### src/rtl/pipe_hazard_ctrl_pkg.sv
// Shared decode constants, FSM state encoding and instruction-class helpers for the hazard controller.
// Combinational helpers only; no timing or flow control of their own.
package pipe_hazard_ctrl_pkg;

    localparam logic [5:0] OP_RTYPE = 6'h00;
    localparam logic [5:0] OP_BEQ   = 6'h04;
    localparam logic [5:0] OP_BNE   = 6'h05;
    localparam logic [5:0] OP_SW    = 6'h2B;

    localparam logic [5:0] F_MFHI   = 6'h10;
    localparam logic [5:0] F_MFLO   = 6'h12;
    localparam logic [5:0] F_MULT   = 6'h18;
    localparam logic [5:0] F_MULTU  = 6'h19;
    localparam logic [5:0] F_DIV    = 6'h1A;
    localparam logic [5:0] F_DIVU   = 6'h1B;

    typedef enum logic [1:0] {
        ST_RUN        = 2'd0,
        ST_LOAD_STALL = 2'd1,
        ST_MD_WAIT    = 2'd2
    } hz_state_t;

    function automatic logic uses_rt(input logic [5:0] op);
        return (op == OP_RTYPE) || (op == OP_BEQ) || (op == OP_BNE) || (op == OP_SW);
    endfunction

    function automatic logic is_md(input logic [5:0] op, input logic [5:0] funct);
        return (op == OP_RTYPE) &&
               ((funct == F_MULT) || (funct == F_MULTU) || (funct == F_DIV) || (funct == F_DIVU));
    endfunction

    function automatic logic is_hilo(input logic [5:0] op, input logic [5:0] funct);
        return (op == OP_RTYPE) && ((funct == F_MFHI) || (funct == F_MFLO));
    endfunction

endpackage

### src/rtl/pipe_hazard_ctrl_if.sv
// ID-stage decode inputs and pipeline hold/flush outputs of the hazard controller.
// Pure wiring bundle; the controller is the slave, the pipeline side is the master.
interface pipe_hazard_ctrl_if #(parameter int CNT_W = 16);
    logic [5:0]       op;
    logic [5:0]       funct;
    logic [4:0]       rfReSel1;
    logic [4:0]       rfReSel2;
    logic             IDEX_MemRead;
    logic [4:0]       IDEX_Rt;
    logic             Branch_Taken;
    logic             Jump;
    logic             Nop;
    logic             IF_Flush;
    logic             IDEX_Flush;
    logic             MD_Busy;
    logic [CNT_W-1:0] StallCount;

    modport master (
        output op, funct, rfReSel1, rfReSel2, IDEX_MemRead, IDEX_Rt, Branch_Taken, Jump,
        input  Nop, IF_Flush, IDEX_Flush, MD_Busy, StallCount
    );

    modport slave (
        input  op, funct, rfReSel1, rfReSel2, IDEX_MemRead, IDEX_Rt, Branch_Taken, Jump,
        output Nop, IF_Flush, IDEX_Flush, MD_Busy, StallCount
    );
endinterface

### src/rtl/pipe_hazard_ctrl_md_busy_counter.sv
// Tracks how long HI/LO stay busy after a mult/div leaves ID: load wins over countdown.
// busy rises the cycle after load and stays high for exactly MD_LATENCY cycles; no backpressure.
module md_busy_counter #(
    parameter int MD_LATENCY = 4
) (
    input  logic clk,
    input  logic rst,
    input  logic load,
    output logic busy
);
    localparam int W = $clog2(MD_LATENCY + 1);

    logic [W-1:0] cnt;

    always_ff @(posedge clk) begin
        if (rst) begin
            cnt <= '0;
        end else if (load) begin
            cnt <= W'(MD_LATENCY);
        end else if (cnt != '0) begin
            cnt <= cnt - W'(1);
        end
    end

    assign busy = (cnt != '0);
endmodule

### src/rtl/pipe_hazard_ctrl.sv
// Pipeline hazard controller: load-use stalls, branch/jump flushes and stalls behind the mult/div unit.
// Outputs are same-cycle combinational from state, md counter and ID/EX inputs; Nop holds PC and IFID.
module pipe_hazard_ctrl
    import pipe_hazard_ctrl_pkg::*;
#(
    parameter int MD_LATENCY = 4,
    parameter int CNT_W      = 16
) (
    input logic             Clk,
    input logic             Reset,
    pipe_hazard_ctrl_if.slave hz
);
    hz_state_t        state;
    logic             load_use;
    logic             md_busy;
    logic             md_haz;
    logic             md_load;
    logic             nop;
    logic             if_flush;
    logic             idex_flush;
    logic [CNT_W-1:0] stall_cnt;

    // Register $0 is hardwired, so a load into it can never be a real dependency.
    assign load_use = hz.IDEX_MemRead && (hz.IDEX_Rt != 5'd0) &&
                      ((hz.IDEX_Rt == hz.rfReSel1) ||
                       (uses_rt(hz.op) && (hz.IDEX_Rt == hz.rfReSel2)));

    assign md_haz = (is_md(hz.op, hz.funct) || is_hilo(hz.op, hz.funct)) && md_busy;

    always_comb begin
        nop        = 1'b0;
        if_flush   = 1'b0;
        idex_flush = 1'b0;
        if (Reset) begin
            if_flush   = 1'b1;
            idex_flush = 1'b1;
        end else if (hz.Branch_Taken) begin
            if_flush   = 1'b1;
            idex_flush = 1'b1;
        end else if ((state == ST_RUN) && load_use) begin
            nop        = 1'b1;
            idex_flush = 1'b1;
        end else if (md_haz) begin
            nop        = 1'b1;
            idex_flush = 1'b1;
        end else if (hz.Jump) begin
            if_flush   = 1'b1;
        end
    end

    always_ff @(posedge Clk) begin
        if (Reset) begin
            state <= ST_RUN;
        end else if (hz.Branch_Taken) begin
            state <= ST_RUN;
        end else if ((state == ST_RUN) && load_use) begin
            state <= ST_LOAD_STALL;
        end else if (md_haz) begin
            state <= ST_MD_WAIT;
        end else begin
            state <= ST_RUN;
        end
    end

    // Only an MD op that actually advances out of ID (not held, not squashed) occupies HI/LO.
    assign md_load = is_md(hz.op, hz.funct) && !nop && !if_flush && !hz.Branch_Taken;

    md_busy_counter #(
        .MD_LATENCY (MD_LATENCY)
    ) u_md_busy (
        .clk  (Clk),
        .rst  (Reset),
        .load (md_load),
        .busy (md_busy)
    );

    always_ff @(posedge Clk) begin
        if (Reset) begin
            stall_cnt <= '0;
        end else if (nop && (stall_cnt != '1)) begin
            stall_cnt <= stall_cnt + CNT_W'(1);
        end
    end

    assign hz.Nop        = nop;
    assign hz.IF_Flush   = if_flush;
    assign hz.IDEX_Flush = idex_flush;
    assign hz.MD_Busy    = md_busy && !Reset;
    assign hz.StallCount = stall_cnt;
endmodule

### src/flat_wrapper.sv
// flat-port wrapper written by rule: the top's interface ports become plain ports
module pipe_hazard_ctrl_flat import pipe_hazard_ctrl_pkg::*;
#(
    parameter int MD_LATENCY = 4,
    parameter int CNT_W      = 16
)
  (Clk, Reset, hz_op, hz_funct, hz_rfReSel1, hz_rfReSel2, hz_IDEX_MemRead, hz_IDEX_Rt, hz_Branch_Taken, hz_Jump, hz_Nop, hz_IF_Flush, hz_IDEX_Flush, hz_MD_Busy, hz_StallCount);
  pipe_hazard_ctrl_if #(.CNT_W(CNT_W)) hz_i ();
  input logic Clk;
  input logic Reset;
  input wire logic [$bits(hz_i.op)-1:0] hz_op;
  input wire logic [$bits(hz_i.funct)-1:0] hz_funct;
  input wire logic [$bits(hz_i.rfReSel1)-1:0] hz_rfReSel1;
  input wire logic [$bits(hz_i.rfReSel2)-1:0] hz_rfReSel2;
  input wire logic [$bits(hz_i.IDEX_MemRead)-1:0] hz_IDEX_MemRead;
  input wire logic [$bits(hz_i.IDEX_Rt)-1:0] hz_IDEX_Rt;
  input wire logic [$bits(hz_i.Branch_Taken)-1:0] hz_Branch_Taken;
  input wire logic [$bits(hz_i.Jump)-1:0] hz_Jump;
  output wire logic [$bits(hz_i.Nop)-1:0] hz_Nop;
  output wire logic [$bits(hz_i.IF_Flush)-1:0] hz_IF_Flush;
  output wire logic [$bits(hz_i.IDEX_Flush)-1:0] hz_IDEX_Flush;
  output wire logic [$bits(hz_i.MD_Busy)-1:0] hz_MD_Busy;
  output wire logic [$bits(hz_i.StallCount)-1:0] hz_StallCount;
  assign hz_i.op = hz_op;
  assign hz_i.funct = hz_funct;
  assign hz_i.rfReSel1 = hz_rfReSel1;
  assign hz_i.rfReSel2 = hz_rfReSel2;
  assign hz_i.IDEX_MemRead = hz_IDEX_MemRead;
  assign hz_i.IDEX_Rt = hz_IDEX_Rt;
  assign hz_i.Branch_Taken = hz_Branch_Taken;
  assign hz_i.Jump = hz_Jump;
  assign hz_Nop = hz_i.Nop;
  assign hz_IF_Flush = hz_i.IF_Flush;
  assign hz_IDEX_Flush = hz_i.IDEX_Flush;
  assign hz_MD_Busy = hz_i.MD_Busy;
  assign hz_StallCount = hz_i.StallCount;
  pipe_hazard_ctrl #(.MD_LATENCY(MD_LATENCY), .CNT_W(CNT_W)) u_core (.Clk(Clk), .Reset(Reset), .hz(hz_i));
endmodule
### config.mk
export PLATFORM = sky130hd
export DESIGN_NAME = pipe_hazard_ctrl_flat
export DESIGN_NICKNAME = d
export VERILOG_FILES = /design/src/rtl/pipe_hazard_ctrl_pkg.sv /design/src/rtl/pipe_hazard_ctrl_if.sv /design/src/rtl/pipe_hazard_ctrl_md_busy_counter.sv /design/src/rtl/pipe_hazard_ctrl.sv /design/src/flat_wrapper.sv
export SDC_FILE = /design/constraint.sdc
export NUM_CORES = 1
export LEC_CHECK = 0
export BUFFER_PORTS_ARGS = -buffer_cell sky130_fd_sc_hd__buf_2
export CORE_MARGIN = 2
export CORE_UTILIZATION = 51
export CTS_BUF_LIST = sky130_fd_sc_hd__clkbuf_2
export DETAILED_ROUTE_END_ITERATION = 6
export HOLD_SLACK_MARGIN = 0.1
export PLACE_DENSITY = 0.86
export SYNTH_ARGS = -nofsm -noshare
export SYNTH_HDL_FRONTEND = slang
export SYNTH_SLANG_ARGS = --single-unit
### constraint.sdc
create_clock -name Clk -period 3.7 [get_ports Clk]
set_input_delay 0.74 -clock Clk [delete_from_list [all_inputs] [get_ports Clk]]
set_output_delay 0.74 -clock Clk [all_outputs]
set_load 0.02 [all_outputs]
==> impl_metrics.py <==
metrics = {
    "pwr": {
        "power.net_switching_mw": 0.1564,
        "pwr-share-clk_pct": 19.9,
        "switching_share_pct": 32.21,
        "p_leak_nw": 0.6405,
        "ir_drop_mv": 0.2459,
        "powerDensity_mw_per_mm2": 312.9,
        "p_comb_share_pct": 29.5,
        "intPower_mw": 0.3291,
        "pwr-share-seq_pct": 50.6,
    },
    "routing": {
        "drtIter0Drc": 17,
        "dr.pass1.iters": 6,
        "totalWireLength_um": 3057,
        "wl_per_cell_um": 13.12,
        "final_antenna_net_count": 0,
        "drc": 0,
        "routed_via_density": 6.077,
        "route.vias.total": 1416,
    },
    "cts": {
        "clk_pin_slew_ns": 0.20,
        "cts_made_buffers": 3,
        "root_buffer": "clkbuf_2",
        "clkLatencyLatePin_ns": 0.32,
        "postCtsSetupRepairBufs": 0,
        "cts_tree": "yes",
        "clockBufferDepth": 2,
        "cts.sinks": 21,
        "ctsHoldBuffers": 0,
        "ctsResizeCount": 0,
        "cts_max_level": 1,
    },
    "synthesis": {
        "async_flop_share_pct": 0,
        "synth-xor-area-share_pct": 7.476,
        "synth_most_common_cell": "dfxtp_1",
        "synth_largest_area_cell": "dfxtp_1",
        "synthCells": 156,
        "synth_seq_area_share_pct": 32.62,
        "syn_nets": 191,
        "ys_warn_count": 0,
        "syn-cell-area_mm2": 0.001289,
        "yosys-top-cells-count": "21 x dfxtp_1, 18 x a21oi_1, 12 x or4_1",
        "synth-compound-area-share_pct": 17.86,
        "yosys.area_share.adder_pct": 2.913,
        "synth_ff_type": "dfxtp_1",
        "ys_types": 33,
        "synth_seq_cells": 21,
        "synthTopCellsByArea": "dfxtp_1 33%, a21oi_1 7.0%, or4_1 7.0%",
        "synth_top_area_share_pct": 32.62,
        "synth_edf_count": 0,
        "syn_area_per_cell_um2": 8.261,
        "synthMuxAreaShare_pct": 1.748,
        "synth_top_family_by_area": "simple AND/OR/NAND/NOR gates",
        "synthSimpleGateAreaFrac_pct": 31.84,
    },
    "finish": {
        "multi_input_area_um2": 797.0,
        "regArea_um2": 420.4,
        "diodes": 0,
        "final_layout_size_suffix_gt1_share_pct": 29.56,
        "fin_nets": 239,
        "area_growth_syn_to_layout_pct": 20.39,
        "fill_cells": 236,
    },
    "floorplanning": {
        "rows": 18,
        "die_area_mm2": 0.002945,
        "io-pin-count": 52,
        "die_h_um": 54.27,
        "die_width_um": 54.27,
        "core-area_mm2": 0.002432,
        "start_util_pct": 52.98,
    },
    "grt": {
        "grt_pass1_vias": 1218,
        "grt_max_degree": 35,
        "overflow": 0,
        "grt_pass1_wl_um": 4961,
        "antenna_found_initial": 0,
        "grt_usage_pct": 22.34,
    },
    "placement": {
        "io_buffer_count": 50,
        "hpwl_um": 2353,
        "gp_congestion": 0.7323,
    },
    "sta": {
        "rsz0062_at_grt": "false",
        "setup_violations": 0,
        "drv_slew": 0,
        "worst_pin_slew_ns": 0.7577,
        "fin_skew_ns": 0.01350,
        "period_minus_slack_ns": 2.978,
        "fmax_ghz": 0.3358,
        "min_period_over_period_pct": 80.48,
        "slew_headroom_pct": 49.37,
        "finalHoldViolations": 0,
        "tns_ns": 0,
        "hold_ws_ns": 0.5120,
    },
    "critical_path": {
        "path_class": "primary input to output pin",
        "crit_required_ns": 2.96,
        "startpoint_type": "primary input",
        "max_stage_delay_ns": 0.51,
        "worstPathArrival_ns": 2.24,
        "slowest_stage": "or4_1",
        "crit_fanout": 4,
        "worstSetupEndpointType": "output pin",
        "worstPathCellList": "buf_2 > or4_1 > o211ai_1 > nand4b_1 > and3_1 > nand2_1 > nand2_1 > buf_2",
    },
    "hold_path": {
        "hp-class": "register to register",
    },
    "run_status": {
        "outcome": "complete, no violations",
    },
    "job": {
        "drv_cap": 0,
    },
}
power groups by stage:
stage / Combinational, mW / Sequential [mW] / Clock [mW]
CTS: 0.144 / 0.246 / 0.0967
global route: 0.157 / 0.247 / 0.105
detailed placement: 0.143 / 0.250 / 0
floorplan: 0.100 / 0.249 / 0
finish: 0.143 / 0.246 / 0.0968
global placement: 0.132 / 0.250 / 0
final timing paths:
check	from	endpoint	slack [ns]	depth (start not counted)
worst max-delay path	hz_IDEX_Rt[1]	hz_IF_Flush	0.72	8
worst min-delay path	u_core.hz.StallCount[11]$_SDFFE_PP0P_	u_core.hz.StallCount[11]$_SDFFE_PP0P_	0.51	2
worst max register to register	u_core.hz.StallCount[0]$_SDFFE_PP0P_	u_core.hz.StallCount[6]$_SDFFE_PP0P_	1.29	7
worst min register to register	u_core.hz.StallCount[11]$_SDFFE_PP0P_	u_core.hz.StallCount[11]$_SDFFE_PP0P_	0.51	2
logic make-up after synthesis:
kind of cell | Yosys count
compound gates | 37
xor+xnor | 11
buf+inv | 13
mux | 2
simple gates | 69
fa+ha+maj | 3
flops | 21
cell usage in the layout (no fill, tap or decap), types with 3 or more instances in the layout:
cell type  netlist  layout
buf_2            0      50
xor2_1           8       8
nor2_1           8       8
ha_1             3       3
nor2b_1          4       4
nor3_1           6       6
o21ai_0          3       3
dfxtp_1         21      21
clkbuf_2         0       4
nand2_1         10      10
inv_1            5       5
nand3_1          8       8
o31ai_1         11      11
or4_1           12      12
a21oi_1         18      18
and3_1           6       6
xnor2_1          3       3
critical path: cells and delay by family:
kind	cells	cell delay (ns)
buffers and inverters	2	0.29
and+or+nand+nor	5	1.03
AOI/OAI and AO/OA	1	0.18
registers in the layout (all words and copies together), names as in the netlist:
name / count
u_core.state: 2
u_core.hz.StallCount: 16
u_core.u_md_busy.cnt: 3
final cells by class:
type,instances,share of cell area [%]
inverters,5,1.210
multi-input cells,122,51.37
flip-flops and latches,21,27.10
clock buffers,4,1.290
repair buffers,51,16.61
well taps,30,2.419
metal layers:
metal  share of wire [%]  track usage (%)
met2                  54            42.17
met1                  40            25.76
met4                0.88            6.667
met3                 5.4            3.005
met5                   0                0
per-stage QoR:
stage / total power [mW] / worst slack (ns) / area (um2) / utilization, % / std cells
floorplan: 0.3494 / 0.6294 / 1289 / - / 156
global placement: 0.3815 / 0.7601 / 1531 / 62.96 / 229
detailed placement: 0.3934 / 0.7075 / 1531 / 62.96 / 229
CTS: 0.4858 / 0.7116 / 1551 / 63.79 / 233
global route: 0.5091 / 0.5915 / 1551 / 63.79 / 233
finish: 0.4855 / 0.7221 / 1551 / 63.79 / 233
Note: power is estimated with default switching activity, not from simulation.
